## src/rtl/axi_lite_pkg.sv

```systemverilog
// Shared AXI4-Lite definitions for the native/AXI-Lite register path:
// FSM encoding, response and protection constants, word-to-byte address helper.
package axi_lite_pkg;

  typedef enum logic [2:0] {
    ST_IDLE    = 3'd0,
    ST_WR_REQ  = 3'd1,
    ST_WR_RESP = 3'd2,
    ST_RD_REQ  = 3'd3,
    ST_RD_DATA = 3'd4,
    ST_DONE    = 3'd5
  } state_t;

  localparam logic [1:0] RESP_OKAY   = 2'b00;
  localparam logic [1:0] RESP_EXOKAY = 2'b01;
  localparam logic [1:0] RESP_SLVERR = 2'b10;
  localparam logic [1:0] RESP_DECERR = 2'b11;

  localparam logic [2:0] PROT_DEFAULT = 3'b000;

  // Word address to 32-bit-word-aligned byte address; callers truncate to their AXI width.
  function automatic logic [63:0] word_to_byte_addr(input logic [61:0] word_addr);
    return {word_addr, 2'b00};
  endfunction

endpackage

```

## src/rtl/native_axil_master.sv

```systemverilog
// Native single-beat request port to AXI4-Lite master bridge: one AXI write or
// read per accepted request, completion reported by a one-cycle NATIVE_READY.
module native_axil_master
  import axi_lite_pkg::*;
#(
  parameter int NATIVE_ADDR_WIDTH = 1,
  parameter int NATIVE_DATA_WIDTH = 32,
  parameter int M_AXI_ADDR_WIDTH  = 3,
  parameter int M_AXI_DATA_WIDTH  = 32
) (
  input  logic                          M_AXI_aclk,
  input  logic                          M_AXI_areset,

  input  logic                          NATIVE_EN,
  input  logic                          NATIVE_WR,
  input  logic [NATIVE_ADDR_WIDTH-1:0]  NATIVE_ADDR,
  input  logic [NATIVE_DATA_WIDTH-1:0]  NATIVE_DATA_IN,
  output logic [NATIVE_DATA_WIDTH-1:0]  NATIVE_DATA_OUT,
  output logic                          NATIVE_READY,
  output logic                          NATIVE_ERR,
  output logic                          NATIVE_BUSY,

  output logic [M_AXI_ADDR_WIDTH-1:0]   M_AXI_awaddr,
  output logic                          M_AXI_awvalid,
  input  logic                          M_AXI_awready,
  output logic [2:0]                    M_AXI_awprot,

  output logic [M_AXI_DATA_WIDTH-1:0]   M_AXI_wdata,
  output logic [M_AXI_DATA_WIDTH/8-1:0] M_AXI_wstrb,
  output logic                          M_AXI_wvalid,
  input  logic                          M_AXI_wready,

  input  logic [1:0]                    M_AXI_bresp,
  input  logic                          M_AXI_bvalid,
  output logic                          M_AXI_bready,

  output logic [M_AXI_ADDR_WIDTH-1:0]   M_AXI_araddr,
  output logic                          M_AXI_arvalid,
  input  logic                          M_AXI_arready,
  output logic [2:0]                    M_AXI_arprot,

  input  logic [M_AXI_DATA_WIDTH-1:0]   M_AXI_rdata,
  input  logic [1:0]                    M_AXI_rresp,
  input  logic                          M_AXI_rvalid,
  output logic                          M_AXI_rready
);

  state_t                        state;
  state_t                        state_nxt;
  logic [NATIVE_ADDR_WIDTH-1:0]  addr_q;
  logic [NATIVE_DATA_WIDTH-1:0]  data_q;
  logic [NATIVE_DATA_WIDTH-1:0]  data_out_q;
  logic                          aw_done_q;
  logic                          w_done_q;
  logic                          err_q;
  logic                          aw_hs;
  logic                          w_hs;
  logic                          accept;

  assign accept = (state == ST_IDLE) && NATIVE_EN;
  assign aw_hs  = M_AXI_awvalid && M_AXI_awready;
  assign w_hs   = M_AXI_wvalid && M_AXI_wready;

  // NOTE: sequential state uses non-blocking assignments so every flop samples
  // pre-edge values regardless of process evaluation order.
  always_ff @(posedge M_AXI_aclk or posedge M_AXI_areset) begin
    if (M_AXI_areset) begin
      state <= ST_IDLE;
    end else begin
      state <= state_nxt;
    end
  end

  // NOTE: state_nxt gets a default before the case so no path leaves it
  // unassigned, which would otherwise infer a latch.
  always_comb begin
    state_nxt = state;
    case (state)
      ST_IDLE: begin
        if (NATIVE_EN) state_nxt = NATIVE_WR ? ST_WR_REQ : ST_RD_REQ;
      end
      ST_WR_REQ: begin
        if ((aw_done_q || aw_hs) && (w_done_q || w_hs)) state_nxt = ST_WR_RESP;
      end
      ST_WR_RESP: begin
        if (M_AXI_bvalid) state_nxt = ST_DONE;
      end
      ST_RD_REQ: begin
        if (M_AXI_arready) state_nxt = ST_RD_DATA;
      end
      ST_RD_DATA: begin
        if (M_AXI_rvalid) state_nxt = ST_DONE;
      end
      ST_DONE:  state_nxt = ST_IDLE;
      default:  state_nxt = ST_IDLE;
    endcase
  end

  // Request holding registers, per-channel write completion and response capture.
  always_ff @(posedge M_AXI_aclk or posedge M_AXI_areset) begin
    if (M_AXI_areset) begin
      addr_q     <= '0;
      data_q     <= '0;
      data_out_q <= '0;
      aw_done_q  <= 1'b0;
      w_done_q   <= 1'b0;
      err_q      <= 1'b0;
    end else begin
      if (accept) begin
        addr_q    <= NATIVE_ADDR;
        data_q    <= NATIVE_DATA_IN;
        aw_done_q <= 1'b0;
        w_done_q  <= 1'b0;
        err_q     <= 1'b0;
      end
      if (state == ST_WR_REQ) begin
        if (aw_hs) aw_done_q <= 1'b1;
        if (w_hs)  w_done_q  <= 1'b1;
      end
      if ((state == ST_WR_RESP) && M_AXI_bvalid) begin
        err_q <= (M_AXI_bresp != RESP_OKAY);
      end
      if ((state == ST_RD_DATA) && M_AXI_rvalid) begin
        data_out_q <= M_AXI_rdata[NATIVE_DATA_WIDTH-1:0];
        err_q      <= (M_AXI_rresp != RESP_OKAY);
      end
    end
  end

  // Handshake controls decode straight from state so reset clears them asynchronously.
  always_comb begin
    M_AXI_awvalid = 1'b0;
    M_AXI_wvalid  = 1'b0;
    M_AXI_wstrb   = '0;
    M_AXI_bready  = 1'b0;
    M_AXI_arvalid = 1'b0;
    M_AXI_rready  = 1'b0;
    NATIVE_READY  = 1'b0;
    NATIVE_BUSY   = 1'b0;
    case (state)
      ST_WR_REQ: begin
        M_AXI_awvalid = !aw_done_q;
        M_AXI_wvalid  = !w_done_q;
        M_AXI_wstrb   = '1;
        NATIVE_BUSY   = 1'b1;
      end
      ST_WR_RESP: begin
        M_AXI_bready = 1'b1;
        NATIVE_BUSY  = 1'b1;
      end
      ST_RD_REQ: begin
        M_AXI_arvalid = 1'b1;
        NATIVE_BUSY   = 1'b1;
      end
      ST_RD_DATA: begin
        M_AXI_rready = 1'b1;
        NATIVE_BUSY  = 1'b1;
      end
      ST_DONE: NATIVE_READY = 1'b1;
      default: ;
    endcase
  end

  assign M_AXI_awaddr    = M_AXI_ADDR_WIDTH'(word_to_byte_addr(62'(addr_q)));
  assign M_AXI_araddr    = M_AXI_ADDR_WIDTH'(word_to_byte_addr(62'(addr_q)));
  assign M_AXI_awprot    = PROT_DEFAULT;
  assign M_AXI_arprot    = PROT_DEFAULT;
  assign M_AXI_wdata     = M_AXI_DATA_WIDTH'(data_q);
  assign NATIVE_DATA_OUT = data_out_q;
  assign NATIVE_ERR      = err_q;

endmodule

```

## config.mk

```make
export PLATFORM = sky130hd
export DESIGN_NAME = native_axil_master
export DESIGN_NICKNAME = d
export VERILOG_FILES = /design/src/rtl/axi_lite_pkg.sv /design/src/rtl/native_axil_master.sv
export SDC_FILE = /design/constraint.sdc
export NUM_CORES = 1
export LEC_CHECK = 0
export ABC_AREA = 1
export BUFFER_PORTS_ARGS = -buffer_cell sky130_fd_sc_hd__buf_2
export CELL_PAD_IN_SITES_DETAIL_PLACEMENT = 1
export CELL_PAD_IN_SITES_GLOBAL_PLACEMENT = 1
export CORE_UTILIZATION = 29
export CTS_CLUSTER_SIZE = 40
export DETAILED_ROUTE_END_ITERATION = 6
export MAX_ROUTING_LAYER = met4
export PLACE_DENSITY = 0.86
export SLEW_MARGIN = 20
export SYNTH_ARGS = -nofsm -noshare
export SYNTH_HDL_FRONTEND = slang
export SYNTH_SLANG_ARGS = --single-unit
export TNS_END_PERCENT = 1
```

## constraint.sdc

```tcl
create_clock -name M_AXI_aclk -period 6 [get_ports M_AXI_aclk]
set_input_delay 0.3 -clock M_AXI_aclk [delete_from_list [all_inputs] [get_ports M_AXI_aclk]]
set_output_delay 0.3 -clock M_AXI_aclk [all_outputs]
set_load 0.02 [all_outputs]
```

==> metrics.txt, run 1 <==
Nets 581; Hold Fails Final Rpt 0; Clock Latency Late Sink 0.34 ns; Ports 166; PD cells 550 nW/µm²; FF-to-FF End NATIVE_ERR; # diodes 0; die span in x 105 µm; Hold EP M_AXI_wdata[14]; status complete, no violations; most frequent cell after synthesis nand2_1; worst reg2reg startpoint state[1]; total number of yosys warnings 0; top cell type's share of synthesized area 57.7%; postcts setup bufs 0; vias per cell 4.37; initial antenna violation count 0; Min-Delay Path Depth 3; most frequent CP cell nor2_8; Crit path largest cell delay 0.53 ns; crit path max-delay cell type dfrtp_1; largest net degree at the start of global routing 72; Mean Syn Cell Area 8.67 µm²; count of state elements after synthesis 71; 1st-pass router iterations 4; gpl congestion 0.806; via count 2813; post-synth top area cell dfrtp_1; Top Family by Delay on Critical Path simple AND/OR/NAND/NOR gates; core area 10300 µm²; Worst EP required 6.22 ns; Fin Setup TNS 0 ns; drt total wl 8.41 mm; worst ir drop on vdd 0.207 mV; std cell rows 37; final max-slew violation count 0; CP max FO 35; post-cts sizing count 0; WS Path Type flip-flop to flip-flop; Worst Setup Start Kind flip-flop; worst reg2reg path depth 6; share of cells above drive strength 1 36.4%; DP Wirelength 6.32 mm; Mapped Cells 355; total track usage 16.4%; CP arrival 2.17 ns; Async SR Flop Fraction 100%; DIE AREA 11000 µm²; root buffer cell clkbuf_8; Yosys cell types 21; Buf+Inv Stages, Crit Path 1; synth top area cells dfrtp_1 58%, nand2_1 25%, buf_4 5.1%; FMAX 514 MHz; Total Power 2.20 mW; RSZ-0062 raised after global routing false; Seq/Total Area, Yosys 57.7%; first-pass GRT wire length 14.0 mm; Leak Pwr 2.43 nW; Initial Util 29.8%; Post-Syn Area 3080 µm²; Synth top cells by count 209 x nand2_1, 71 x dfrtp_1, 21 x buf_4; Critical Path Sink Type flip-flop; Final Skew 0.00774 ns; clk sinks 71; Antenna Violating Nets Remaining 0; Clock Tree Buf Depth 2; R2R Setup Slk 4.06 ns; vias in the first global route 2982; Non-Filler Instances 644; htree depth 3; slew margin rel. 39.5%; period utilization 32.4%; Post-synth EDFFs 0; cts hold-fix bufs 0; Routed WL per cell 13.1 µm; Max Cap Violations 0; total CTS buffers 9; drt drc 0; cell count after placement 628; Worst Hold Class input port to flip-flop; initial DRC count 95; TritonCTS clock tree built; total grt overflow 0; fin crit period 1.94 ns; leading register cell type out of synthesis dfrtp_1; Die H 105 µm; measured slew at the worst slew-check pin 0.908 ns; Min-Delay Startpoint NATIVE_DATA_IN[14]; clock transition at the registers of the reported paths 0.08 ns; cells along the critical path nor2_8 -> nand2_4 -> nor2_8 -> inv_2 -> nand4_1 -> nand3_1; P&R area growth vs syn 30.1%; IO buf count 155; Final setup viols 0
-- cell families after synthesis --
family                 count (synthesis)  share of synthesized area, %
AND/OR/NAND/NOR                      237                          31.8
flip-flops                            71                          57.7
buffers and inverters                 41                          9.35
AO/OA/AOI/OAI                          5                          1.02
other                                  1                         0.122
-- layout make-up --
cell class                 count  area [µm²]
sequential                    71        1780
timing repair buffer         156         783
tap                          136         170
multi-input combinational    252        1050
fill                        1281        6320
inverter                      13        51.3
clock inverter                 5        33.8
clock buffer                  11         141
-- metrics by stage --
stage	setup slack [ns]	utilization (%)	area (µm²)	hold WS, ns
final	4.06	38.8	4010	0.143
after detailed placement	4.03	37.1	3830	0.457
after CTS	4.01	38.8	4010	0.124
after global routing	3.85	38.8	4010	0.138
after global placement	4.09	37.1	3830	0.449
after floorplan	3.90	-	3110	0.410
-- flip-flops by register name (all words and copies together) (netlist names) --
name             flops
aw_done_q            1
NATIVE_DATA_OUT     32
state                3
NATIVE_ERR           1
addr_q               1
M_AXI_wdata         32
w_done_q             1
-- how the worst max path moves through the flow --
| stage | depth (start not counted) | endpoint | slack [ns] | startpoint |
|---|---|---|---|---|
| floorplan | 1 | M_AXI_wdata[0] | 3.90 | M_AXI_areset |
| global placement | 6 | NATIVE_ERR | 4.09 | state[1] |
| detailed placement | 6 | NATIVE_ERR | 4.03 | state[1] |
| CTS | 6 | NATIVE_ERR | 4.01 | state[1] |
| global route | 6 | NATIVE_ERR | 3.85 | state[1] |
| finish | 6 | NATIVE_ERR | 4.06 | state[1] |
-- power by group --
part / total, mW / switching [mW] / internal [mW]
combinational: 1.02 / 0.695 / 0.323
sequential: 0.844 / 0.145 / 0.699
clock: 0.339 / 0.179 / 0.161
-- layer usage --
layer  global-route usage [%]  share of wire (%)  up-vias
li1                         -                  -     1346
met1                     18.6                 41     1331
met2                     28.0                 50      118
met3                     4.37                6.7       18
met4                     5.94                1.8        0
met5                        -                  0        -
-- worst reg2reg max path, delay by kind of cell (launching register included) --
| kind | cells | cell delay, ns |
|---|---|---|
| and+or+nand+nor | 5 | 0.92 |
| buffers and inverters | 1 | 0.37 |
| DFF | 1 | 0.53 |
-- cell usage in the layout, fill, tap and decap left out --
cell type,count
nand2_1,209
buf_2,155
dfrtp_1,71
conb_1,10
clkbuf_8,10
nand3_1,8
nor2_1,8
inv_1,7
inv_2,5
nor3_1,3
nor2_8,2
nand4_1,2
o21ai_0,2
nor2_2,2
clkinvlp_4,2
clkinv_2,2
nand3_4,1
inv_4,1
nand2_4,1
nor3_4,1
o21ai_2,1
a211oi_1,1
a21oi_1,1
clkbuf_1,1
clkinv_4,1
buf_4,1
Power figures use the tool's default switching activity.
==> run 2: changes to the inputs <==
--- a/config.mk
+++ b/config.mk
@@ -9,7 +9,7 @@
 export BUFFER_PORTS_ARGS = -buffer_cell sky130_fd_sc_hd__buf_2
 export CELL_PAD_IN_SITES_DETAIL_PLACEMENT = 1
 export CELL_PAD_IN_SITES_GLOBAL_PLACEMENT = 1
-export CORE_UTILIZATION = 29
+export CORE_UTILIZATION = 28
 export CTS_CLUSTER_SIZE = 40
 export DETAILED_ROUTE_END_ITERATION = 6
 export MAX_ROUTING_LAYER = met4
==> constraint.sdc (replaced) <==
create_clock -name M_AXI_aclk -period 1.6 [get_ports M_AXI_aclk]
set_input_delay 0.08 -clock M_AXI_aclk [delete_from_list [all_inputs] [get_ports M_AXI_aclk]]
set_output_delay 0.08 -clock M_AXI_aclk [all_outputs]
set_load 0.02 [all_outputs]
==> metrics.txt, run 2 (same netlist as run 1, synthesis figures left out) <==
Nets 655; gpl congestion 0.809; Worst Hold Class input port to flip-flop; register area 1780 µm²; slew margin rel. 63.7%; CP Launch Point state[1]; CP arrival 1.46 ns; FMAX 650 MHz; multi-input combinational cell area 1050 µm²; Logic pwr share 45.9%; Max Cap Violations 0; Ports 166; Fill cells 1272; initial DRC count 177; status complete, no violations; Int Pwr 5.35 mW; final max-slew violation count 0; RSZ-0062 raised after global routing true; Worst EP required 1.52 ns; total CTS buffers 9; Top Family by Delay on Critical Path flip-flops; htree depth 3; crit path max-delay cell type dfrtp_2; Die H 107 µm; Antenna Violating Nets Remaining 0; largest net degree at the start of global routing 72; Final Worst Setup Slack 0.0608 ns; Sw Share 42.9%; IO buf count 155; total stage count of the critical path 5; CP max FO 7; total grt overflow 0; Worst Setup Start Kind flip-flop; FF-to-FF End NATIVE_DATA_OUT[16]; Cell Area, Placed 3900 µm²; die span in x 107 µm; TritonCTS clock tree built; Total Power 9.38 mW; Hold Fails Final Rpt 0; pre-CTS WS 0.145 ns; Non-Filler Instances 717; commonest non-fill, non-tap cells in the layout 209 x nand2_1, 150 x buf_2, 68 x dfrtp_1, 68 x dlygate4sd3_1; Critical Path Sink Type output pin; commonest non-fill, non-tap cell in the layout nand2_1; Crit path largest cell delay 0.45 ns; worst reg2reg path depth 5; Min Hold Slack 0.0230 ns; cells along the critical path buf_6 -> nor3_4 -> inv_2 -> nor2_1 -> buf_4; worst reg2reg startpoint state[2]; via count 3147; drt total wl 10.5 mm; PD cells 1920 nW/µm²; Leak Pwr 2.80 nW; fin crit period 1.54 ns; total track usage 19.6%; Clock Latency Late Sink 0.33 ns; worst ir drop on vdd 0.789 mV; root buffer cell clkbuf_8; Initial Util 29.3%; Clk pwr share 20.4%; Clock Tree Buf Depth 2; P&R area growth vs syn 59.0%; DIE AREA 11400 µm²; drt drc 0; vias per cell 4.39; share of power burned in registers 33.7%; measured slew at the worst slew-check pin 0.544 ns; period utilization 96.2%; # diodes 0; clock transition at the registers of the reported paths 0.08 ns; initial antenna violation count 0; Routed WL per cell 14.6 µm; share of cells above drive strength 1 33.4%; Final Skew 0.0100 ns; cell count after placement 632; DP Wirelength 6.15 mm; Min-Delay Startpoint M_AXI_rresp[0]; Final setup viols 0; std cell rows 37; Post-Layout Inst Area 4900 µm²; crit path capture M_AXI_wvalid; core area 10500 µm²; Buf+Inv Stages, Crit Path 3; post-layout util 46.6%; clk sinks 71; Psw 4.03 mW; vias in the first global route 3490; R2R Setup Slk 0.16 ns; WS Path Type flip-flop to output pin; 1st-pass router iterations 4; first-pass GRT wire length 16.9 mm; Fin Setup TNS 0 ns
run 2: cell type report:
class | instances | area share (%)
clock buffer | 10 | 2.81
multi-input combinational | 252 | 21.5
inverter | 13 | 1.12
timing repair buffer | 230 | 32.1
clock inverter | 5 | 2.63
sequential | 71 | 36.4
tap | 136 | 3.48
run 2: worst min path at each step:
stage / end / slack (ns) / cells after the start
CTS: NATIVE_ERR / 0.01 / 3
detailed placement: NATIVE_DATA_OUT[1] / 0.22 / 3
finish: NATIVE_ERR / 0.02 / 3
floorplan: M_AXI_wdata[0] / 0.19 / 2
global route: NATIVE_ERR / 0.04 / 3
global placement: NATIVE_DATA_OUT[7] / 0.21 / 3
run 2: power by group through the flow:
stage / registers [mW] / clock network (mW) / logic, mW
2_1_floorplan: 4.03 / 0 / 1.80
3_3_place_gp: 3.10 / 0 / 3.86
3_5_place_dp: 3.14 / 0 / 4.03
4_1_cts: 3.13 / 1.97 / 4.19
5_1_grt: 3.26 / 2.05 / 4.68
6_report: 3.16 / 1.91 / 4.30
run 2: worst min-delay path, delay by kind of cell:
family | cells | cell delay [ns]
AOI/OAI and AO/OA | 1 | 0.08
and+or+nand+nor | 1 | 0.08
buffers and inverters | 1 | 0.08
run 2: timing repair:
action,4_1_cts,5_1_grt
buffers inserted,2,0
pin swaps,1,1
endpoints found under the hold margin,138,0
setup endpoints to repair,7,14
gates resized for setup,1,11
hold buffers,68,0
run 2: per-layer routing:
| layer | routed length (µm) | track usage (%) | vias to the layer above |
|---|---|---|---|
| li1 | - | - | 1490 |
| met1 | 4070 | 20.7 | 1513 |
| met2 | 5740 | 36.5 | 125 |
| met3 | 542 | 3.89 | 19 |
| met4 | 134 | 6.26 | 0 |
| met5 | 0 | - | - |
==> run 3: changes to the inputs <==
--- a/config.mk
+++ b/config.mk
@@ -5,16 +5,16 @@
 export SDC_FILE = /design/constraint.sdc
 export NUM_CORES = 1
 export LEC_CHECK = 0
-export ABC_AREA = 1
+export ABC_AREA = 0
 export BUFFER_PORTS_ARGS = -buffer_cell sky130_fd_sc_hd__buf_2
 export CELL_PAD_IN_SITES_DETAIL_PLACEMENT = 1
 export CELL_PAD_IN_SITES_GLOBAL_PLACEMENT = 1
-export CORE_UTILIZATION = 28
+export CORE_UTILIZATION = 29
 export CTS_CLUSTER_SIZE = 40
 export DETAILED_ROUTE_END_ITERATION = 6
 export MAX_ROUTING_LAYER = met4
-export PLACE_DENSITY = 0.86
-export SLEW_MARGIN = 20
+export PLACE_DENSITY = 0.8
+export SLEW_MARGIN = 40
 export SYNTH_ARGS = -nofsm -noshare
 export SYNTH_HDL_FRONTEND = slang
 export SYNTH_SLANG_ARGS = --single-unit
==> constraint.sdc (replaced) <==
create_clock -name M_AXI_aclk -period 1.45 [get_ports M_AXI_aclk]
set_input_delay 0.0725 -clock M_AXI_aclk [delete_from_list [all_inputs] [get_ports M_AXI_aclk]]
set_output_delay 0.0725 -clock M_AXI_aclk [all_outputs]
set_load 0.02 [all_outputs]
==> metrics.txt, run 3 <==
CP Launch Point state[1]; met1 Use GR 18.6%; period utilization 112%; Critical Path Sink Type flip-flop; Ports 166; most frequent cell after synthesis dfrtp_1; Die H 106 µm; Worst Hold Class input port to flip-flop; total track usage 17.9%; Max Cap Violations 0; FMAX 617 MHz; Yosys cell types 33; post-synthesis adder-cell area fraction 0%; clock transition at the registers of the reported paths 0.08 ns; initial antenna violation count 0; die span in x 106 µm; Async SR Flop Fraction 100%; clk sinks 71; Clock Latency Late Sink 0.34 ns; IO buf count 155; worst ir drop on vdd 0.854 mV; synth top area cells dfrtp_1 57%, mux2_4 14%, mux2_2 13%; post-synth top area cell dfrtp_1; DIE AREA 11100 µm²; Worst EP required 1.68 ns; commonest non-fill, non-tap cells in the layout 145 x buf_2, 71 x dfrtp_1, 67 x dlygate4sd3_1, 59 x mux2_4, 18 x buf_4; Synth Area in Simple Gates 4.26%; share of cells above drive strength 1 59.6%; grt met3 use 2.91%; Initial Util 30.0%; Worst Setup Start Kind flip-flop; total number of yosys warnings 0; count of state elements after synthesis 71; initial DRC count 64; post-synthesis xor/xnor area fraction 0.281%; Fill cells 1123; htree depth 3; failing checks negative setup slack; FF-to-FF End M_AXI_wdata[17]; Total Power 10.7 mW; worst reg2reg startpoint state[1]; P&R area growth vs syn 65.0%; drt drc 0; post-layout util 49.5%; Routed WL per cell 17.4 µm; Synth top cells by count 71 x dfrtp_1, 36 x mux2_2, 30 x mux2_4, 18 x buf_4, 10 x nor2_1; core area 10400 µm²; largest net degree at the start of global routing 38; top cell type's share of synthesized area 57.1%; CP arrival 1.85 ns; Clock Tree Buf Depth 2; vias per cell 4.39; root buffer cell clkbuf_8; R2R Setup Slk -0.17 ns; Seq/Total Area, Yosys 57.1%; Antenna Violating Nets Remaining 0; TritonCTS clock tree built; # diodes 0; Final Worst Setup Slack -0.171 ns; worst reg2reg path depth 4; PD cells 2090 nW/µm²; first-pass GRT wire length 14.9 mm; Mean Syn Cell Area 15.2 µm²; Final Skew 0.0106 ns; final max-slew violation count 0; Cell Area, Placed 4030 µm²; status finished, violations left; total CTS buffers 9; Post-Layout Inst Area 5130 µm²; Mapped Cells 205; Min-Delay Startpoint M_AXI_wready; Hold EP w_done_q; RSZ-0062 raised after global routing true; total grt overflow 0; DP Wirelength 5.72 mm; Post-synth EDFFs 0; leading register cell type out of synthesis dfrtp_1; vias in the first global route 2984; 1st-pass router iterations 4; CP max FO 10; cells along the critical path or3b_4 -> nor2_8 -> clkbuf_16 -> mux2_4; Post-Syn Area 3110 µm²; Fin Setup TNS -8.40 ns; Crit path largest cell delay 0.42 ns; Nets 518; gr busiest metal met2; complex-gate fraction of the synthesized area 2.81%; Final setup viols 68; std cell rows 37; main combinational cell family by area after synthesis multiplexers; crit path max-delay cell type or3b_4; drt total wl 10.1 mm; fin crit period 1.62 ns; Min-Delay Path Depth 3; via count 2552; Hold Fails Final Rpt 0; mux contribution to synthesized area 27.8%; commonest non-fill, non-tap cell in the layout buf_2; Min Hold Slack 0.0259 ns; Leak Pwr 2.58 nW; routing usage on met2 32.8%; WS Path Type flip-flop to flip-flop; gpl congestion 0.742
==> run 3: cell types whose count changed after synthesis, moves of 5 or more <==
cell / delta
mux2_4: +30
nand3_1: -7
nand2_1: -207
buf_6: -6
inv_1: -5
mux2_2: +36
==> run 3: worst max path at each step <==
stage,to,cells past startpoint
detailed placement,NATIVE_DATA_OUT[18],4
finish,M_AXI_wdata[17],4
CTS,NATIVE_DATA_OUT[30],4
global placement,M_AXI_wdata[13],4
global route,NATIVE_DATA_OUT[31],5
floorplan,M_AXI_wdata[0],5
==> run 3: through the flow <==
step / worst slack (ns) / cells
3_3_place_gp: -0.145 / 493
3_5_place_dp: -0.187 / 493
4_1_cts: -0.196 / 576
5_1_grt: -0.227 / 581
2_1_floorplan: -0.203 / 214
6_report: -0.171 / 581
==> run 3: repair_timing <==
| action | 4_1_cts | 5_1_grt |
|---|---|---|
| hold buffers | 67 | 0 |
| endpoints found under the setup margin | 75 | 78 |
| cloned | 0 | 4 |
| endpoints found under the hold margin | 137 | 0 |
| resized for setup | 16 | 36 |
| pin swaps | 0 | 1 |
| buffers inserted | 0 | 1 |
==> run 3: worst max-delay path: cells and delay by family (launching register included) <==
family | cells | cell delay, ns
buffers and inverters | 1 | 0.21
DFF | 1 | 0.40
muxes | 1 | 0.31
and+or+nand+nor | 2 | 0.59
==> run 3: area by class of cell <==
type                            instances  area [µm²]  share of cell area [%]
Clock buffer                           10         128                    2.49
Multi-Input combinational cell        114        1270                    24.8
Inverter                                3        15.0                   0.292
Tap cell                              136         170                    3.31
Clock inverter                          6        37.5                   0.731
Timing Repair Buffer                  241        1740                    33.8
Sequential cell                        71        1780                    34.6
==> run 3: cells by family after synthesis <==
kind of cell | after synthesis
AND/OR/NAND/NOR | 23
XOR/XNOR | 1
buffers and inverters | 29
other | 1
AO/OA/AOI/OAI | 13
multiplexers | 67
flip-flops | 71
==> run 3: routing by layer <==
layer / routed length (µm) / part of all wire (%) / vias up
met3: 470 / 4.6 / 23
li1: - / - / 1151
met4: 267 / 2.6 / 0
met5: 0 / 0 / -
met2: 5380 / 53 / 120
met1: 4020 / 40 / 1258
==> run 3: where the power goes <==
group | internal [mW] | total (mW) | switching (mW)
Combinational | 2.86 | 5.79 | 2.93
Sequential | 2.97 | 3.58 | 0.615
Clock | 0.615 | 1.36 | 0.748
Total | 6.44 | 10.7 | 4.30
